$ cat config.mk
export PLATFORM = sky130hd
export DESIGN_NAME = seq_detector
export DESIGN_NICKNAME = d
export VERILOG_FILES = /design/src/rtl/seq_detector_pkg.sv /design/src/rtl/sat_counter.sv /design/src/rtl/seq_detector.sv
export SDC_FILE = /design/constraint.sdc
export NUM_CORES = 1
export LEC_CHECK = 0
export ABC_AREA = 0
export CELL_PAD_IN_SITES_DETAIL_PLACEMENT = 0
export CELL_PAD_IN_SITES_GLOBAL_PLACEMENT = 1
export CORE_AREA = 2 2 53 55
export DETAILED_ROUTE_END_ITERATION = 16
export DIE_AREA = 0 0 55 57
export PLACE_DENSITY_LB_ADDON = 0.3
export SYNTH_ARGS = -nofsm -noshare
export SYNTH_HDL_FRONTEND = slang
export SYNTH_SLANG_ARGS = --single-unit
$ cat constraint.sdc
create_clock -name clk -period 2.4 [get_ports clk]
set_input_delay 0.36 -clock clk [delete_from_list [all_inputs] [get_ports clk]]
set_output_delay 0.36 -clock clk [all_outputs]
set_load 0.01 [all_outputs]
$ cat src/rtl/seq_detector_pkg.sv
// Shared constants for the programmable serial sequence detector: match modes,
// legal pattern widths and the pattern in force after reset.
package seq_detector_pkg;

  localparam logic MODE_NONOVL = 1'b0;
  localparam logic MODE_OVL    = 1'b1;

  localparam int PATTERN_W_MIN = 2;
  localparam int PATTERN_W_MAX = 16;

  localparam logic [3:0] DEFAULT_RESET_PATTERN = 4'b1001;

  // Width of a counter that must hold the values 0..max_val.
  function automatic int count_bits(input int max_val);
    int n;
    n = 1;
    while ((1 << n) <= max_val) n++;
    return n;
  endfunction

endpackage

$ cat src/rtl/sat_counter.sv
// Saturating up-counter with synchronous clear; clear wins over increment.
module sat_counter #(
  parameter int W = 8
) (
  input  logic         clk,
  input  logic         reset,
  input  logic         clr,
  input  logic         inc,
  output logic [W-1:0] q
);

  localparam logic [W-1:0] MAX_VAL = {W{1'b1}};

  always_ff @(posedge clk or negedge reset) begin
    if (!reset) begin
      q <= '0;
    end else if (clr) begin
      q <= '0;
    end else if (inc && (q != MAX_VAL)) begin
      q <= q + 1'b1;
    end
  end

endmodule

$ cat src/rtl/seq_detector.sv
// Runtime-programmable Mealy serial pattern detector with overlapping and
// non-overlapping match modes, registered match copy and a match counter.
module seq_detector
  import seq_detector_pkg::*;
#(
  parameter int                   PATTERN_W     = 4,
  parameter int                   CNT_W         = 8,
  parameter logic [PATTERN_W-1:0] RESET_PATTERN = PATTERN_W'(DEFAULT_RESET_PATTERN)
) (
  input  logic                 clk,
  input  logic                 reset,
  input  logic                 en,
  input  logic                 x,
  input  logic                 load,
  input  logic [PATTERN_W-1:0] pattern,
  input  logic                 overlap,
  input  logic                 count_clr,
  output logic                 y,
  output logic                 y_reg,
  output logic [CNT_W-1:0]     match_count
);

  localparam int HW = PATTERN_W - 1;
  localparam int FW = count_bits(PATTERN_W - 1);
  localparam logic [FW-1:0] FILL_MAX = FW'(PATTERN_W - 1);

  logic [HW-1:0]        hist_q;
  logic [FW-1:0]        fill_q;
  logic [PATTERN_W-1:0] pat_q;
  logic                 ovl_q;

  logic                 accept;
  logic                 full;
  logic [PATTERN_W-1:0] window;

  assign accept = en & ~load;
  assign full   = (fill_q == FILL_MAX);
  assign window = {hist_q, x};
  assign y      = accept & full & (window == pat_q);

  always_ff @(posedge clk or negedge reset) begin
    if (!reset) begin
      hist_q <= '0;
      fill_q <= '0;
      pat_q  <= RESET_PATTERN;
      ovl_q  <= MODE_OVL;
      y_reg  <= 1'b0;
    end else begin
      y_reg <= y;
      if (load) begin
        pat_q  <= pattern;
        ovl_q  <= overlap;
        hist_q <= '0;
        fill_q <= '0;
      end else if (en) begin
        hist_q <= window[HW-1:0];
        // A non-overlapping match discards the whole window so no bit is reused.
        if (y) begin
          if (ovl_q == MODE_NONOVL) fill_q <= '0;
        end else if (!full) begin
          fill_q <= fill_q + 1'b1;
        end
      end
    end
  end

  sat_counter #(
    .W(CNT_W)
  ) u_match_count (
    .clk   (clk),
    .reset (reset),
    .clr   (count_clr),
    .inc   (y),
    .q     (match_count)
  );

endmodule

==> impl_metrics.json, run 1 <==
{
  "synthFlopType": "dfrtp_1",
  "grt_use_total": 0.149,
  "max_flop_register": "u_match_count.q",
  "max-clock-path-buffers": 2,
  "vdd_ir_drop_max_uv": 271,
  "path_max_fanout": 4,
  "largest_reg_flops": 8,
  "grt_pass1_wl_um": 3440,
  "hold_path.class": "primary input to async pin",
  "antenna_found_initial": 0,
  "power_frac_comb": 0.141,
  "layoutNonFillerInstCount": 144,
  "tightestPinTransition_ns": 0.326,
  "dp_cells": 140,
  "maxCapViolations": 0,
  "initial_core_util": 0.387,
  "grt_max_degree": 20,
  "r2r_end": "fill_q[0]",
  "layout-drive-gt1-share": 0.212,
  "syn_area_mm2": 0.00101,
  "relSlewSlack": 0.782,
  "setup_viol": 0,
  "crit_arrival_ns": 1.89,
  "ff2ff_path_depth": 7,
  "hpwlAfterDp_um": 1450,
  "end_kind": "primary output",
  "syn_area_per_cell_um2": 11.5,
  "num_vias": 733,
  "ys_seq_area_frac": 0.474,
  "clock_power_share": 0.271,
  "synth_edf_count": 0,
  "vias_per_cell": 5.09,
  "timing.rr.start": "fill_q[0]",
  "clkSinkCount": 19,
  "swShare": 0.246,
  "whs_ns": 0.382,
  "final_common_cell": "clkdlybuf4s50_1",
  "ys_ff_latch": 19,
  "fmax_mhz": 445,
  "die_h_um": 57,
  "ant_nets": 0,
  "final_max_slew_viol_count": 0,
  "synthCells": 88,
  "p_int_w": 0.000449,
  "routed_wl_um": 1980,
  "status": "finished clean",
  "final_net_count": 127,
  "drc": 0,
  "grt_pass1_vias": 791,
  "p_leak_nw": 0.509,
  "syn-num-nets": 101,
  "critical_path_class": "register to primary output",
  "final.period_utilization": 0.936,
  "place.gp.congestion": 0.723,
  "root_buffer": "clkbuf_4",
  "cp.required_ns": 2.04,
  "avgRoutedWirePerCell_um": 13.7,
  "cts_max_level": 1,
  "skew_ns": 0.00621,
  "synth_cell_types": 31,
  "finalHoldViolCount": 0,
  "seq_power_share": 0.588,
  "area_growth_pct": 27.0,
  "clk-insertion-delay-late_ns": 0.29,
  "dieArea_mm2": 0.00314,
  "cts_hold_buf": 0,
  "rows": 19,
  "port_buffers": 20,
  "grt-ovfl-total": 0,
  "layout_common_cells": "20 x clkdlybuf4s50_1, 16 x dfrtp_1, 11 x nor2_1",
  "period_minus_slack_ns": 2.25,
  "postCtsSetupRepairBufs": 0,
  "cp-start-kind": "register",
  "cts_buffers": 3,
  "synthArstFlopShare": 1.00,
  "rsz0062_at_grt": "no",
  "die_w_um": 55,
  "largest_registers": "u_match_count.q (8), pat_q (4), hist_q (3)",
  "antenna_cells": 0,
  "power.density_mw_per_mm2": 464,
  "drtPass1Iterations": 4,
  "io_pins": 21,
  "coreArea_mm2": 0.00262,
  "reg2reg_setup_slack_ns": 0.64,
  "drt-initial-drc-count": 3,
  "finalSetupTns_ns": 0,
  "clk_pin_slew_worst_paths_ns": 0.11,
  "post_cts_resized": 0,
  "switching_power_w": 0.000146,
  "ys_warn_count": 0,
  "cts_tree": "built"
}
[worst max path at each step]
| stage | from | endpoint | slack, ns |
|---|---|---|---|
| 4_1_cts | fill_q[0] | y | 0.13 |
| 3_3_place_gp | x | y | 0.18 |
| 2_1_floorplan | fill_q[0] | fill_q[0] | 0.86 |
| 6_report | fill_q[0] | y | 0.15 |
| 3_5_place_dp | x | y | 0.16 |
| 5_1_grt | fill_q[0] | y | 0.04 |
[worst max-delay path: stages, from the launching register on]
cell,delay [ns]
dfrtp_1,0.42
ha_1,0.21
and3b_4,0.22
nand2_1,0.08
nor2_2,0.11
clkdlybuf4s50_1,0.54
[routing by layer]
layer | track usage | part of all wire | vias to the layer above | wire [um]
li1 | - | - | 355 | -
met1 | 0.192 | 0.45 | 359 | 897
met2 | 0.248 | 0.49 | 15 | 972
met3 | 0.0314 | 0.042 | 4 | 83
met4 | 0.0418 | 0.013 | 0 | 25
met5 | 0 | 0 | - | 0
[cell families after synthesis]
logic type | share of synthesized area
buffers and inverters | 0.0371
adder cells (fa/ha/maj) | 0.0247
AO/OA/AOI/OAI | 0.0631
multiplexers | 0.0854
flip-flops | 0.474
AND/OR/NAND/NOR | 0.202
XOR/XNOR | 0.114
[per-stage QoR]
stage	power (W)	setup WS (ns)	instance area, um2	util
floorplan	0.000405	0.860	1010	-
global placement	0.000439	0.184	1260	0.481
detailed placement	0.000441	0.164	1260	0.481
CTS	0.000602	0.132	1280	0.491
global route	0.000631	0.0402	1280	0.491
finish	0.000595	0.154	1280	0.491
[cell type report]
cell class	instances	area [um2]
Multi-Input combinational cell	63	494
Clock buffer	4	26.3
Inverter	2	7.51
Tap cell	31	38.8
Timing Repair Buffer	25	238
Fill cell	247	1330
Sequential cell	19	479
[power by group through the flow]
stage                     combinational (W)  clock [W]  sequential [W]
final                             0.0000839   0.000161        0.000350
after floorplan                   0.0000530          0        0.000352
after detailed placement          0.0000849          0        0.000356
after global placement            0.0000837          0        0.000356
after global routing              0.0000922   0.000186        0.000352
after CTS                         0.0000855   0.000166        0.000350
[Yosys cell counts, types with 2 or more instances]
cell type   n  share of area
dfrtp_1    16           0.40
nor2_1     11          0.041
xnor2_1    10          0.087
mux2_2      5          0.056
nand2_1     5          0.019
nand3_1     5          0.025
dfstp_2     3          0.078
mux2i_1     3          0.030
nor3_1      3          0.015
nor4_2      3          0.037
buf_6       2          0.022
ha_1        2          0.025
inv_1       2         0.0074
No activity file was read; power rests on OpenSTA's default activity.
==> run 2: changes to the inputs <==
Settings changed: SKIP_LAST_GASP set to 1.
==> results of run 2 <==
Final layout, timing and power as in run 1 (identical DEF).
